`config.mk`:
```
export PLATFORM = sky130hd
export DESIGN_NAME = dual_fetch_queue
export DESIGN_NICKNAME = d
export VERILOG_FILES = /design/src/rtl/dual_fetch_queue.sv
export SDC_FILE = /design/constraint.sdc
export NUM_CORES = 2
export LEC_CHECK = 0
export CORE_UTILIZATION = 29
export DETAILED_ROUTE_END_ITERATION = 12
export GPL_ROUTABILITY_DRIVEN = 0
export GPL_TIMING_DRIVEN = 0
export PLACE_DENSITY_LB_ADDON = 0.1
export SLEW_MARGIN = 20
export SYNTH_ARGS = -nofsm -noshare
export SYNTH_HDL_FRONTEND = slang
export SYNTH_SLANG_ARGS = --single-unit
```
`constraint.sdc`:
```
create_clock -name CLOCK -period 6.9 [get_ports CLOCK]
set_clock_uncertainty 0.05 [all_clocks]
set_input_delay 0.69 -clock CLOCK [delete_from_list [all_inputs] [get_ports CLOCK]]
set_output_delay 0.69 -clock CLOCK [all_outputs]
set_load 0.02 [all_outputs]
```
`src/rtl/dual_fetch_queue.sv`:
```
// -----------------------------------------------------------------------------
// dual_fetch_queue
//   Dual-issue fetch stage plus circular instruction queue feeding decode.
//   Each cycle the fetch pair (PC1, PC1+4) is presented to the instruction
//   cache. When the cache hits and there is room for two entries, the returned
//   pair is written at the tail. Decode sees the two oldest entries and may
//   consume 0, 1 or 2 of them per cycle. A redirect empties the queue and
//   restarts fetch at the redirect target.
//
// Ports
//   CLOCK, RESET_N             clock (rising edge), async active-low reset
//   PC1, PC2                   fetch pair addresses to the cache
//   ic_inst1, ic_inst2         cache data for PC1/PC2
//   ic_ready                   cache data valid this cycle
//   dec_valid1, dec_valid2     head / head+1 entries valid
//   IC1, IC2, dec_pc1, dec_pc2 head / head+1 instruction and PC (0 if invalid)
//   dec_take                   entries consumed by decode this cycle
//   redirect_valid, redirect_pc  flush and restart fetch
//   q_count                    current occupancy
// -----------------------------------------------------------------------------
module dual_fetch_queue #(
    parameter int              DEPTH    = 8,
    parameter int              PC_W     = 64,
    parameter logic [PC_W-1:0] RESET_PC = '0
) (
    input  logic                     CLOCK,
    input  logic                     RESET_N,
    output logic [PC_W-1:0]          PC1,
    output logic [PC_W-1:0]          PC2,
    input  logic [31:0]              ic_inst1,
    input  logic [31:0]              ic_inst2,
    input  logic                     ic_ready,
    output logic                     dec_valid1,
    output logic                     dec_valid2,
    output logic [31:0]              IC1,
    output logic [31:0]              IC2,
    output logic [PC_W-1:0]          dec_pc1,
    output logic [PC_W-1:0]          dec_pc2,
    input  logic [1:0]               dec_take,
    input  logic                     redirect_valid,
    input  logic [PC_W-1:0]          redirect_pc,
    output logic [$clog2(DEPTH):0]   q_count
);

    localparam int PTR_W = $clog2(DEPTH);
    localparam int CNT_W = PTR_W + 1;

    logic [PC_W-1:0]  fetch_pc_q, fetch_pc_d;
    logic [PTR_W-1:0] head_q, head_d;
    logic [PTR_W-1:0] tail_q, tail_d;
    logic [CNT_W-1:0] count_q, count_d;

    // Queue payload: no reset needed, validity comes from count_q.
    logic [PC_W-1:0]  pc_mem   [DEPTH];
    logic [31:0]      inst_mem [DEPTH];

    logic [1:0]       valid_cnt;
    logic [1:0]       take_eff;
    logic             push;
    logic [PTR_W-1:0] head_p1;
    logic [PTR_W-1:0] tail_p1;

    assign head_p1 = head_q + PTR_W'(1);
    assign tail_p1 = tail_q + PTR_W'(1);

    // Fetch request / push decision
    always_comb begin
        valid_cnt = (count_q >= CNT_W'(2)) ? 2'd2 : count_q[1:0];
        // An over-large dec_take is clamped so the pointers never pass the tail.
        take_eff  = (dec_take > valid_cnt) ? valid_cnt : dec_take;
        // Room is judged on the pre-pop occupancy; a same-cycle pop does not help.
        push      = ic_ready && !redirect_valid && (count_q <= CNT_W'(DEPTH - 2));

        fetch_pc_d = fetch_pc_q;
        head_d     = head_q;
        tail_d     = tail_q;
        count_d    = count_q;

        if (redirect_valid) begin
            fetch_pc_d = redirect_pc;
            head_d     = '0;
            tail_d     = '0;
            count_d    = '0;
        end else begin
            head_d  = head_q + PTR_W'(take_eff);
            count_d = count_q - CNT_W'(take_eff);
            if (push) begin
                fetch_pc_d = fetch_pc_q + PC_W'(8);
                tail_d     = tail_q + PTR_W'(2);
                count_d    = count_q + CNT_W'(2) - CNT_W'(take_eff);
            end
        end
    end

    always_ff @(posedge CLOCK or negedge RESET_N) begin
        if (!RESET_N) begin
            fetch_pc_q <= RESET_PC;
            head_q     <= '0;
            tail_q     <= '0;
            count_q    <= '0;
        end else begin
            fetch_pc_q <= fetch_pc_d;
            head_q     <= head_d;
            tail_q     <= tail_d;
            count_q    <= count_d;
        end
    end

    // Queue write: the pair may straddle the wrap point.
    always_ff @(posedge CLOCK) begin
        if (push) begin
            pc_mem[tail_q]    <= fetch_pc_q;
            inst_mem[tail_q]  <= ic_inst1;
            pc_mem[tail_p1]   <= fetch_pc_q + PC_W'(4);
            inst_mem[tail_p1] <= ic_inst2;
        end
    end

    // Decode read: registered state only, no fetch-to-decode bypass.
    assign PC1        = fetch_pc_q;
    assign PC2        = fetch_pc_q + PC_W'(4);
    assign q_count    = count_q;
    assign dec_valid1 = (count_q >= CNT_W'(1));
    assign dec_valid2 = (count_q >= CNT_W'(2));
    assign IC1        = dec_valid1 ? inst_mem[head_q]  : '0;
    assign dec_pc1    = dec_valid1 ? pc_mem[head_q]    : '0;
    assign IC2        = dec_valid2 ? inst_mem[head_p1] : '0;
    assign dec_pc2    = dec_valid2 ? pc_mem[head_p1]   : '0;

    // Decode may never consume more entries than are valid.
    take_legal_a: assert property (@(posedge CLOCK) disable iff (!RESET_N || redirect_valid)
                                   dec_take <= valid_cnt);

endmodule
```
* After elaboration in Yosys (flattened, before gate mapping)
Memories as Yosys holds them, arrays and structs flattened. Index checks and enable logic that the tools add are counted.
Cells by class: add/sub/neg operators 9, order comparisons 4, mux-type cells 15, reductions and logical operators 4
Operator list (count):
- two-way mux 64 bit | 4
- adder 64 x 3 -> 64 bit, second input constant | 1
- adder 64 x 4 -> 64 bit, second input constant | 1
- two-way mux 32 bit | 2
- two-way mux 3 bit | 3
- two-way mux 4 bit | 2
- subtractor 4 x 2 -> 4 bit | 2
- adder 3 x 1 -> 3 bit, second input constant | 2
- adder 4 x 2 -> 4 bit, second input constant | 1
- greater-or-equal comparator 4 x 1 -> 1 bit, second input constant | 1
- greater-or-equal comparator 4 x 2 -> 1 bit, second input constant | 1
- <= comparator 4 x 3 -> 1 bit, second input constant | 1
- two-way mux 2 bit | 2
- adder 3 x 2 -> 3 bit | 1
- adder 3 x 2 -> 3 bit, second input constant | 1
- greater-than comparator 2 bit | 1
- logical AND 1 bit | 2
- two-way mux 1 bit | 2
- nonzero test 2 bit | 1
- logical NOT 1 bit | 1
Word-level totals: register bits after elaboration 74, RAM bits 768, bits of input ports 134, output and inout port bits 326, logic and storage cells 38, memories 2
Memories:
- pc_mem | depth 8, width 64, read ports 2, clocked after memory_dff 0, wr ports 2, line 54 | logic [PC_W-1:0] pc_mem [DEPTH];
- inst_mem | depth 8, width 32, read ports 2, clocked after memory_dff 0, wr ports 2, line 55 | logic [31:0] inst_mem [DEPTH];

* Depth between registers and ports, before layout
word-level depth 7, depth in mapped cells 19, mapped depth without buffers 18

* Worst setup path after synthesis
Ideal clock, no wire load.
path type flip-flop to flip-flop, from register count_q[3], in the netlist q_count[3], to memory inst_mem[0][0] (enable), arrival 7.103 ns, data required time 6.222 ns, path slack -0.881 ns, cell stages (with the launch flop) 8, path buffers 1, clock period less this slack 7.781 ns, path through dfrtp_1 > inv_1 > ha_1 > a21o_1 > a211oi_1 > nand2_1 > inv_2 > buf_1
RTL lines:
- from (decl) | line 51 | logic [CNT_W-1:0] count_q, count_d;
- from (signal assigned) | line 105 | count_q <= count_d;
- to (decl) | line 55

* Final worst setup path
from register fetch_pc_q[2], in the netlist PC1[2], to output PC2[40]
Between the ends: cells in the longest elaborated chain, start to end 1
RTL lines:
- from (decl) | line 48 | logic [PC_W-1:0] fetch_pc_q, fetch_pc_d;
- from (signal assigned) | line 102 | fetch_pc_q <= fetch_pc_d;
- adder 64 x 3 -> 64 bit | line 121 | assign PC2 = fetch_pc_q + PC_W'(4);
- to (decl) | line 29 | output logic [PC_W-1:0] PC2,
Every way passes these cells.

==> impl_metrics.ini <==
[global_routing]
grt_max_degree = 73
antenna_found_initial = 20
top_usage_layer = met2
grt_first_pass_wirelength_um = 286000
grt-ovfl-total = 0
grt_use_total = 0.256
met3_usage = 0.0573
met1_usage = 0.349
grt_pass1_vias = 34500
use_met2 = 0.405

[cts]
cts-root-buf = clkbuf_16
htreeDepth = 3
clk_path_buf_depth = 3
post_cts_buffers = 0
cts_tree = yes
clock_latency_ns = 0.73
clkTransAtPathRegs_ns = 0.06
cts_num_sinks = 835
numCtsBuffers = 102

[synth]
postSynthAreaPerCell_um2 = 12.5
synth_adder_area_share = 0.00671
synthCells = 3707
synthXorXnorAreaFrac = 0.0633
ys_async_sr_fraction = 0.0874
ys_ff_latch = 835
yosys_warnings = 0
synth_simple_gate_area_frac = 0.121
muxShareOfSynthArea = 0.207
synth_ff_type = edfxtp_1
seq_area_frac_synth = 0.534
yosysTopAreaCell = edfxtp_1
synth_area_um2 = 46200
synth_top_area_share = 0.495
synthTopCellsByArea = edfxtp_1 49%, mux4_2 18%, nand2_1 6.0%
synth_edf_count = 762
synth-compound-area-share = 0.0247
synth_top_family_by_area = multiplexers
ys_types = 51
syn_nets = 3864

[drt]
wl_per_cell_um = 32.4
num_vias = 34700
ant_nets = 0
drc = 0
dr.pass1.iters = 5
drtIter0Drc = 3824
viasPerCell = 5.38
wl_um = 209000

[floorplanning]
coreArea_um2 = 158000
die_y_um = 401
num_io_pins = 460
die_w_um = 401
num_rows = 146
dieArea_um2 = 161000
start_util = 0.292

[timing]
tightest_slew_ns = 1.28
fin_crit_ns = 6.55
hold_ws_ns = 0.391
period_share = 0.950
report.final.slew_viol_count = 0
rsz0062_at_grt = false
finalHoldViolCount = 0
setup-violations-final = 0
timing.slew.headroom = 0.144
fmax_ghz = 0.153

[pwr]
max-vdd-ir-drop_mv = 0.242
powerDensity_nw_per_um2 = 398
power.total_mw = 23.0
leakagePower_nw = 19.1

[worst_setup_path]
rrSetupSlack_ns = 2.35
crit_arrival_ns = 5.81
worstPathRequired_ns = 6.16
worstSetupStartpointType = flop
path_max_fanout = 10
worstSetupPathType = reg2out
crit_path_end_kind = output pin

[placement]
dp_hpwl_um = 149000
placed_cells = 6264
io_buffer_count = 458

[finish]
multi_input_area_um2 = 19600
fillers = 15600
area_delta_synth_final_pct = 24.8
final_core_util = 0.364
stdcell_count = 6459
fin_nets = 4454
drive_gt1_frac = 0.156
regArea_um2 = 24700

[status]
status = finished clean

[run]
drv_cap = 0

[hold_path]
timing.hold.worst.class = in2async
worst max-delay path, stage by stage, from the launching register on:
cell	delay, ns
dfrtp_1	0.73
ha_1	0.24
buf_2	0.19
nand3_1	0.54
nor4_1	1.17
nand4_1	0.78
nor2_1	0.31
xor2_1	0.41
clkdlybuf4s50_1	0.70
where the power goes:
group          switching [mW]  internal, mW  total, mW
registers               0.230          5.97       6.20
logic                    6.66          4.41       11.1
clock network            2.33          3.38       5.70
worst paths after layout:
path | start | end | cells after the start
max | PC1[2]$_DFFE_PN0P_ | PC2[40] | 8
min | RESET_N | PC1[63]$_DFFE_PN0N_ | 2
max reg2reg | PC1[2]$_DFFE_PN0P_ | pc_mem[1][40]$_DFFE_PP_ | 7
min reg2reg | tail_q[2]$_DFFE_PN0N_ | tail_q[2]$_DFFE_PN0N_ | 2
max in group asynchronous | RESET_N | head_q[1]$_DFF_PN0_ | 3
min in group CLOCK | redirect_pc[53] | PC1[53]$_DFFE_PN0N_ | 3
cells in the mapped netlist (3+ instances only):
| library cell | count |
|---|---|
| inv_1 | 21 |
| xor2_1 | 208 |
| or3_1 | 10 |
| o311ai_0 | 9 |
| nor2b_1 | 6 |
| nor4_2 | 3 |
| mux2i_1 | 98 |
| a211oi_1 | 4 |
| nand4_1 | 62 |
| nor2_1 | 260 |
| and2_1 | 7 |
| xnor2_1 | 126 |
| clkbuf_1 | 372 |
| a21oi_1 | 106 |
| o21ai_0 | 43 |
| mux4_2 | 378 |
| and4_1 | 4 |
| buf_1 | 101 |
| and3_1 | 10 |
| inv_2 | 4 |
| nand3_1 | 53 |
| mux2_2 | 5 |
| edfxtp_1 | 762 |
| o31ai_1 | 11 |
| o211ai_1 | 5 |
| nand2_1 | 743 |
| nand3b_1 | 3 |
| fa_1 | 3 |
| nor3_1 | 86 |
| or4_1 | 18 |
| a22oi_1 | 3 |
| a31oi_1 | 17 |
| buf_2 | 19 |
| nor4_1 | 30 |
| dfrtp_1 | 73 |
| ha_1 | 20 |
| or2_2 | 4 |
cells in the final DEF, fill, tap and decap left out, drive strengths merged, types with 4 or more instances in the layout:
cell type	instances
clkbuf	513
edfxtp	762
nand4	64
o311ai	9
and3	10
clkdlybuf4s50	457
nor3	88
nand2	743
nor4	34
or3	10
o31ai	11
mux2i	98
nor2b	6
a21oi	106
bufinv	15
clkinv	41
mux4	378
or4	18
nand3	53
o21ai	43
xor2	208
and4	4
and2	7
or2	4
ha	20
dfrtp	73
a211oi	4
buf	139
a31oi	17
nor2	260
o211ai	5
xnor2	126
mux2	5
inv	30
flip-flops by register name (all words and copies together), names as in the netlist:
name and flops:
tail_q 2, PC1 64, pc_mem 506, head_q 3, q_count 4, inst_mem 256
metal layers:
metal | up-vias | share of wire
met4 | 16 | 0.033
met1 | 18100 | 0.43
met3 | 276 | 0.079
li1 | 14700 | -
met2 | 1583 | 0.46
met5 | - | 0.00056
per-stage QoR:
| stage | setup slack (ns) | setup TNS, ns | instance area [um2] |
|---|---|---|---|
| final | 0.345 | 0 | 57700 |
| after global placement | -3.80 | -1452.12 | 53400 |
| after CTS | 0.370 | 0 | 57700 |
| after global routing | 0.257 | 0 | 57700 |
| after floorplan | 1.59 | 0 | 46300 |
| after detailed placement | 1.17 | 0 | 54200 |
timing repair:
action                                 in CTS  in global routing
setup endpoints to repair                   0                  0
hold buffers                                1                  0
endpoints found under the hold margin      31                  0
resized for setup                           0                  0
layout make-up:
| type | instances | area share |
|---|---|---|
| Sequential cell | 835 | 0.428 |
| Multi-Input combinational cell | 2351 | 0.339 |
| Timing Repair Buffer | 486 | 0.0908 |
| Clock buffer | 130 | 0.0476 |
| Tap cell | 2072 | 0.0449 |
| Buffer | 494 | 0.0348 |
| Clock inverter | 61 | 0.0127 |
| Inverter | 27 | 0.00176 |
| Antenna cell | 3 | 0.000130 |
cells by family after synthesis:
family	after synthesis
adders and majority gates	23
AOI/OAI and AO/OA	203
and+or+nand+nor	1310
buffers and inverters	521
muxes	481
xor gates and xnor gates	334
DFF	835
Power figures use the tool's default switching activity.
